**config.mk**
```make
export PLATFORM = sky130hd
export DESIGN_NAME = clk_div_mc
export DESIGN_NICKNAME = d
export VERILOG_FILES = /design/src/rtl/clk_div_pkg.sv /design/src/rtl/clk_div_ch.sv /design/src/rtl/glitch_free_clk_switch.sv /design/src/rtl/clk_div_mc.sv
export SDC_FILE = /design/constraint.sdc
export NUM_CORES = 1
export LEC_CHECK = 0
export ABC_AREA = 0
export CAP_MARGIN = 5
export CORE_MARGIN = 10
export CORE_UTILIZATION = 55
export DETAILED_ROUTE_END_ITERATION = 16
export PLACE_DENSITY = 0.77
export SYNTH_ARGS = -nofsm -noshare
export SYNTH_HDL_FRONTEND = slang
export SYNTH_SLANG_ARGS = --single-unit
```
**constraint.sdc**
```tcl
create_clock -name i_clk -period 12.8 [get_ports i_clk]
set_clock_uncertainty 0.05 [all_clocks]
set_input_delay 3.84 -clock i_clk [delete_from_list [all_inputs] [get_ports i_clk]]
set_output_delay 3.84 -clock i_clk [all_outputs]
set_load 0.02 [all_outputs]
```
**src/rtl/clk_div_pkg.sv**
```systemverilog
// Shared state encoding and ratio helpers for the multi-channel clock divider.
package clk_div_pkg;

  localparam int unsigned RATIO_WID_DEF = 8;

  typedef enum logic [1:0] {
    IDLE  = 2'd0,
    RUN   = 2'd1,
    DRAIN = 2'd2
  } ch_state_t;

  // Ratio 0 encodes 2^wid, so its terminal count is all-ones.
  function automatic int unsigned ratio_m1(input int unsigned r, input int unsigned wid);
    return (r == 0) ? ((32'd1 << wid) - 32'd1) : (r - 32'd1);
  endfunction

  function automatic int unsigned half(input int unsigned r, input int unsigned wid);
    return (r == 0) ? (32'd1 << (wid - 32'd1)) : (r >> 1);
  endfunction

endpackage

```
**src/rtl/clk_div_ch.sv**
```systemverilog
// One divider channel: run/drain FSM, period counter, shadow ratio handshake,
// output flop and the bypass clock switch.
module clk_div_ch
  import clk_div_pkg::*;
#(
  parameter int unsigned RATIO_WID = RATIO_WID_DEF,
  parameter int unsigned RST_RATIO = 2
) (
  input  logic                 clk_i,
  input  logic                 rst_n,
  input  logic                 testmode_i,
  input  logic                 en_i,
  input  logic                 sync_i,
  input  logic                 cfg_vld_i,
  output logic                 cfg_rdy_o,
  input  logic [RATIO_WID-1:0] cfg_ratio_i,
  output logic                 clk_o,
  output logic                 div_en_o,
  output logic                 busy_o
);

  ch_state_t            state_q, state_d;
  logic [RATIO_WID-1:0] cnt_q, cnt_d;
  logic [RATIO_WID-1:0] ratio_q, ratio_d;
  logic [RATIO_WID-1:0] shadow_q, shadow_d;
  logic                 pend_q, pend_d;
  logic                 div_q, div_d;
  logic [RATIO_WID-1:0] rm1, h_m1;
  logic                 at_end, run_sync, apply, bypass;

  assign rm1      = RATIO_WID'(ratio_m1(32'(ratio_q), RATIO_WID));
  assign h_m1     = RATIO_WID'(half(32'(ratio_q), RATIO_WID) - 32'd1);
  assign at_end   = (cnt_q >= rm1);
  assign run_sync = sync_i && (state_q == RUN);
  assign apply    = pend_q && ((state_q == IDLE) || at_end || run_sync);

  always_ff @(posedge clk_i or negedge rst_n) begin
    if (!rst_n) state_q <= IDLE;
    else        state_q <= state_d;
  end

  always_comb begin
    state_d = state_q;
    unique case (state_q)
      IDLE:    if (en_i) state_d = RUN;
      RUN:     if (!en_i) state_d = DRAIN;
      DRAIN:   if (en_i) state_d = RUN;
               else if (at_end) state_d = IDLE;
      default: state_d = IDLE;
    endcase
  end

  always_comb begin
    busy_o   = (state_q != IDLE);
    div_en_o = (state_q == RUN) && at_end;
    bypass   = (state_q == RUN) && (ratio_q == RATIO_WID'(1));
  end

  // Output is set at the end of the low phase and cleared at every wrap, so a
  // ratio change or sync always restarts from a low phase.
  always_comb begin
    cnt_d    = cnt_q;
    div_d    = div_q;
    ratio_d  = ratio_q;
    shadow_d = shadow_q;
    pend_d   = pend_q;
    if (cfg_vld_i && !pend_q) begin
      shadow_d = cfg_ratio_i;
      pend_d   = 1'b1;
    end
    if (apply) begin
      ratio_d = shadow_q;
      pend_d  = 1'b0;
    end
    if ((state_q == IDLE) || apply || run_sync || at_end) begin
      cnt_d = '0;
      div_d = 1'b0;
    end else begin
      cnt_d = cnt_q + RATIO_WID'(1);
      if (cnt_q == h_m1) div_d = 1'b1;
    end
  end

  always_ff @(posedge clk_i or negedge rst_n) begin
    if (!rst_n) begin
      cnt_q    <= '0;
      div_q    <= 1'b0;
      ratio_q  <= RATIO_WID'(RST_RATIO);
      shadow_q <= RATIO_WID'(RST_RATIO);
      pend_q   <= 1'b0;
    end else begin
      cnt_q    <= cnt_d;
      div_q    <= div_d;
      ratio_q  <= ratio_d;
      shadow_q <= shadow_d;
      pend_q   <= pend_d;
    end
  end

  assign cfg_rdy_o = !pend_q;

  // Bypass only changes at apply or FSM transitions, when div_q is already low.
  glitch_free_clk_switch #(.CLK_NUM(2)) u_clk_sw (
    .clk_i      ({clk_i, div_q}),
    .ref_clk_i  (clk_i),
    .rst_n      (rst_n),
    .testmode_i (testmode_i),
    .sel_i      (bypass),
    .clk_o      (clk_o)
  );

endmodule

```
**src/rtl/glitch_free_clk_switch.sv**
```systemverilog
// Clock selector whose select is retimed on the falling edge of the reference clock.
// testmode_i makes the select transparent so scan can drive the mux directly.
module glitch_free_clk_switch #(
  parameter int CLK_NUM = 2,
  parameter int SEL_W   = $clog2(CLK_NUM)
) (
  input  logic [CLK_NUM-1:0] clk_i,
  input  logic               ref_clk_i,
  input  logic               rst_n,
  input  logic               testmode_i,
  input  logic [SEL_W-1:0]   sel_i,
  output logic               clk_o
);

  logic [SEL_W-1:0] sel_q;
  logic [SEL_W-1:0] sel_eff;

  // Inputs only move on the rising edge, so switching while the reference is low is clean.
  always_ff @(negedge ref_clk_i or negedge rst_n) begin
    if (!rst_n) sel_q <= '0;
    else        sel_q <= sel_i;
  end

  assign sel_eff = testmode_i ? sel_i : sel_q;
  assign clk_o   = clk_i[sel_eff];

endmodule

```
**src/rtl/clk_div_mc.sv**
```systemverilog
// Multi-channel programmable integer clock divider.
// Optional CLK_DIV_SYNC_EN adds sync_pulse to realign all running channels.
module clk_div_mc
  import clk_div_pkg::*;
#(
  parameter int unsigned CH_NUM    = 4,
  parameter int unsigned RATIO_WID = RATIO_WID_DEF,
  parameter int unsigned RST_RATIO = 2
) (
  input  logic                          i_clk,
  input  logic                          rst_n,
  input  logic                          testmode,
  input  logic [CH_NUM-1:0]             ch_en,
  input  logic [CH_NUM-1:0]             cfg_vld,
  output logic [CH_NUM-1:0]             cfg_rdy,
  input  logic [CH_NUM*RATIO_WID-1:0]   cfg_ratio,
  output logic [CH_NUM-1:0]             o_clk,
  output logic [CH_NUM-1:0]             div_en,
  output logic [CH_NUM-1:0]             ch_busy
`ifdef CLK_DIV_SYNC_EN
  ,
  input  logic                          sync_pulse
`endif
);

  logic sync_w;

`ifdef CLK_DIV_SYNC_EN
  assign sync_w = sync_pulse;
`else
  assign sync_w = 1'b0;
`endif

  for (genvar k = 0; k < CH_NUM; k++) begin : g_ch
    clk_div_ch #(
      .RATIO_WID (RATIO_WID),
      .RST_RATIO (RST_RATIO)
    ) u_ch (
      .clk_i       (i_clk),
      .rst_n       (rst_n),
      .testmode_i  (testmode),
      .en_i        (ch_en[k]),
      .sync_i      (sync_w),
      .cfg_vld_i   (cfg_vld[k]),
      .cfg_rdy_o   (cfg_rdy[k]),
      .cfg_ratio_i (cfg_ratio[k*RATIO_WID +: RATIO_WID]),
      .clk_o       (o_clk[k]),
      .div_en_o    (div_en[k]),
      .busy_o      (ch_busy[k])
    );
  end

endmodule

```
==> flow_metrics.env, run 1 <==
export IMPL_totalWireLength_um=15100
export IMPL_met2_usage_pct=30.05
export IMPL_vias_per_cell=5.704
export IMPL_clk_pin_slew_ns=0.06
export IMPL_regArea_mm2=0.002913
export IMPL_hold_path_class="flip-flop to flip-flop"
export IMPL_drive_gt1_share_pct=17.30
export IMPL_fillers=973
export IMPL_portBuffers=58
export IMPL_synth_edff_count=0
export IMPL_fin_setup_tns_ns=0
export IMPL_syn_area_mm2=0.007007
export IMPL_io_pins=59
export IMPL_insertion_delay_ns=0.53
export IMPL_dieHeight_um=132.9
export IMPL_grt_max_degree=74
export IMPL_setup_viol=0
export IMPL_place_congestion=0.9272
export IMPL_hold_viol=0
export IMPL_busiest_layer="met2"
export IMPL_path_class="flip-flop to output port"
export IMPL_postRouteAntennaNets=0
export IMPL_synth_xor_area_share_pct=9.125
export IMPL_std_cell_rows=41
export IMPL_p_leak_nw=3.693
export IMPL_multi_input_area_mm2=0.003775
export IMPL_tightest_slew_ns=0.9022
export IMPL_synth_cells=677
export IMPL_synth_top_flop_cell="dfrtp_1"
export IMPL_max_cap_violations=0
export IMPL_first_iter_violations=425
export IMPL_core_area_mm2=0.01257
export IMPL_drc_errors=0
export IMPL_syn_to_final_growth_pct=18.34
export IMPL_synthMuxAreaShare_pct=12.25
export IMPL_cp_required_ns=8.91
export IMPL_cts_resized=0
export IMPL_slew_viol_final=0
export IMPL_rsz0062_at_grt="no"
export IMPL_hpwl_um=10970
export IMPL_holdBufCountCts=0
export IMPL_status="complete, no violations"
export IMPL_synth_top_family_by_area="simple AND/OR/NAND/NOR gates"
export IMPL_final_core_util_pct=65.97
export IMPL_ir_drop_uv=129.7
export IMPL_cp_max_fo=1
export IMPL_nNetsFinal=812
export IMPL_routedWlPerCell_um=16.67
export IMPL_grtUsageMet1_pct=20.83
export IMPL_reg2reg_depth=3
export IMPL_start_util_pct=55.75
export IMPL_ys_seq_area_share_pct=41.57
export IMPL_cts_setup_buffers=0
export IMPL_vias=5168
export IMPL_finalPower_mw=1.942
export IMPL_synthSimpleGateAreaFrac_pct=15.52
export IMPL_grt_pass1_wl_um=26340
export IMPL_power_density_mw_per_mm2=234.2
export IMPL_r2r_slack_ns=4.54
export IMPL_diodes=0
export IMPL_hold_depth=1
export IMPL_grt_pass1_vias=5501
export IMPL_ys_ff_latch=116
export IMPL_use_met3_pct=6.132
export IMPL_maxSlewHeadroom_pct=39.85
export IMPL_cts_tree="built"
export IMPL_track_usage_pct=18.20
export IMPL_cp_start_kind="flip-flop"
export IMPL_synthArstFlopShare_pct=100.0
export IMPL_synth_nets=768
export IMPL_die_x_um=132.9
export IMPL_firstDrtPassIters=5
export IMPL_yosys_cell_types_count=58
export IMPL_arrival_ns=8.37
export IMPL_yosys_warnings=0
export IMPL_antenna_found_initial=0
export IMPL_grt_overflow=0
export IMPL_critPathCaptureType="output port"
export IMPL_dieArea_mm2=0.01765
export IMPL_synth_compound_area_share_pct=8.411
export IMPL_syn_mean_instance_area_um2=10.35
export IMPL_synthAdderAreaFrac_pct=8.571
-- cell usage in the layout, fill, tap and decap left out, types with 3 or more instances in the layout --
cell | synthesis | routed
nor2b_1 | 15 | 15
inv_6 | 0 | 4
clkinv_4 | 0 | 5
dfstp_2 | 8 | 8
a41oi_1 | 3 | 3
nand3_1 | 25 | 25
and3_1 | 13 | 13
nand3b_1 | 3 | 3
a21boi_0 | 6 | 6
a21oi_1 | 19 | 19
o21bai_1 | 4 | 4
xnor2_1 | 33 | 33
dfrtn_1 | 4 | 4
a2111oi_0 | 3 | 3
xor2_1 | 40 | 40
nor2_1 | 61 | 61
and2_1 | 3 | 3
a21o_1 | 11 | 11
nor3_1 | 14 | 14
clkdlybuf4s50_1 | 0 | 57
or2_2 | 3 | 3
a31oi_1 | 4 | 4
nand2b_1 | 9 | 9
o22ai_1 | 3 | 3
nor3b_1 | 5 | 5
dfrtp_1 | 104 | 104
clkinvlp_4 | 0 | 3
clkbuf_16 | 0 | 21
mux2_2 | 70 | 70
nor4_1 | 7 | 7
nand2_1 | 32 | 32
o21a_1 | 4 | 4
o21ai_0 | 16 | 16
inv_1 | 28 | 28
a211oi_1 | 4 | 4
mux2i_1 | 7 | 7
nand4_1 | 6 | 6
ha_1 | 48 | 48
-- cell type report --
type	count	share of cell area [%]
clock buffer	25	6.821
clock inverter	15	2.082
inverter	28	1.268
multi-input combinational	495	45.53
sequential	116	35.13
tap	172	2.595
timing repair buffer	55	6.579
-- synthesized netlist by cell type, types with 4 or more instances --
| master | number | area share (%) |
|---|---|---|
| inv_1 | 28 | 1.5 |
| nand4_1 | 6 | 0.54 |
| nor2_1 | 61 | 3.3 |
| mux2i_1 | 7 | 1.0 |
| dfrtn_1 | 4 | 1.4 |
| a21boi_0 | 6 | 0.64 |
| clkbuf_1 | 17 | 0.91 |
| o21bai_1 | 4 | 0.43 |
| a21o_1 | 11 | 1.2 |
| nor3b_1 | 5 | 0.54 |
| xor2_1 | 40 | 5.0 |
| buf_4 | 16 | 1.7 |
| nand2_1 | 32 | 1.7 |
| mux2_2 | 70 | 11 |
| nor3_1 | 14 | 1.0 |
| nand2b_1 | 9 | 0.80 |
| a211oi_1 | 4 | 0.43 |
| xnor2_1 | 33 | 4.1 |
| dfstp_2 | 8 | 3.0 |
| nor2b_1 | 15 | 1.3 |
| nand3_1 | 25 | 1.8 |
| ha_1 | 48 | 8.6 |
| nor4_1 | 7 | 0.62 |
| o21a_1 | 4 | 0.43 |
| dfrtp_1 | 104 | 37 |
| o21ai_0 | 16 | 1.1 |
| a21oi_1 | 19 | 1.4 |
| and3_1 | 13 | 1.2 |
| a31oi_1 | 4 | 0.36 |
-- per-layer routing --
layer / vias up / wire length [µm]
li1: 2457 / -
met1: 2548 / 6346
met2: 135 / 7618
met3: 28 / 849
met4: 0 / 286
met5: - / 0
-- through the flow --
stage	instances	area, µm²	hold slack [ns]	setup slack, ns
5_1_grt	906	8292	0.4655	0.5010
3_5_place_dp	870	7594	0.4407	1.183
6_report	906	8292	0.4457	0.5446
4_1_cts	906	8292	0.4491	0.5114
2_1_floorplan	677	7007	0.4066	1.595
3_3_place_gp	870	7594	0.4240	1.203
-- critical path: stages (launching register included) --
cell	delay [ns]
dfrtn_1	0.33
mux2i_1	0.16
mux2_2	0.39
clkdlybuf4s50_1	0.55
-- state kept, by name (all words and copies together), names as in the netlist --
name                      flops
g_ch.u_ch.ratio_q            32
g_ch.u_ch.div_q               4
g_ch.u_ch.cnt_q              32
g_ch.u_ch.shadow_q           32
g_ch.u_ch.u_clk_sw.sel_q      4
g_ch.u_ch.state_q             8
g_ch.u_ch.pend_q              4
-- kinds of logic after synthesis --
| group | count (synthesis) |
|---|---|
| AO/OA/AOI/OAI | 88 |
| XOR/XNOR | 73 |
| adder cells (fa/ha/maj) | 48 |
| buffers and inverters | 66 |
| flip-flops | 116 |
| multiplexers | 77 |
| AND/OR/NAND/NOR | 209 |
-- worst paths after layout --
| path | end | startpoint |
|---|---|---|
| setup / recovery | o_clk[0] | g_ch[0].u_ch.u_clk_sw.sel_q$_DFF_NN0_ |
| hold / removal | g_ch[2].u_ch.state_q[0]$_DFFE_PN0P_ | g_ch[2].u_ch.state_q[1]$_DFFE_PN0P_ |
| setup reg to reg | g_ch[2].u_ch.u_clk_sw.sel_q$_DFF_NN0_ | g_ch[2].u_ch.ratio_q[2]$_DFFE_PN0P_ |
| hold reg to reg | g_ch[2].u_ch.state_q[0]$_DFFE_PN0P_ | g_ch[2].u_ch.state_q[1]$_DFFE_PN0P_ |
| max in group asynchronous | g_ch[1].u_ch.u_clk_sw.sel_q$_DFF_NN0_ | rst_n |
| min in group asynchronous | g_ch[0].u_ch.cnt_q[7]$_DFF_PN0_ | rst_n |
-- report_power, final --
| part | internal (mW) | total (mW) | switching (mW) |
|---|---|---|---|
| sequential | 0.501 | 0.675 | 0.175 |
| clock | 0.348 | 0.549 | 0.201 |
| combinational | 0.374 | 0.718 | 0.343 |
| total | 1.22 | 1.94 | 0.719 |
(Power assumes the default switching activity.)
==> run 2, diff against run 1 <==
HOLD_SLACK_MARGIN = 0.08   (was not set)
==> results of run 2 <==
Same layout as run 1: the final DEF is identical, and so are final timing and power.
==> run 3, diff against run 2 <==
HOLD_SLACK_MARGIN = 0.05   (was 0.08)
==> results of run 3 <==
Same layout as run 1: the final DEF is identical, and so are final timing and power.
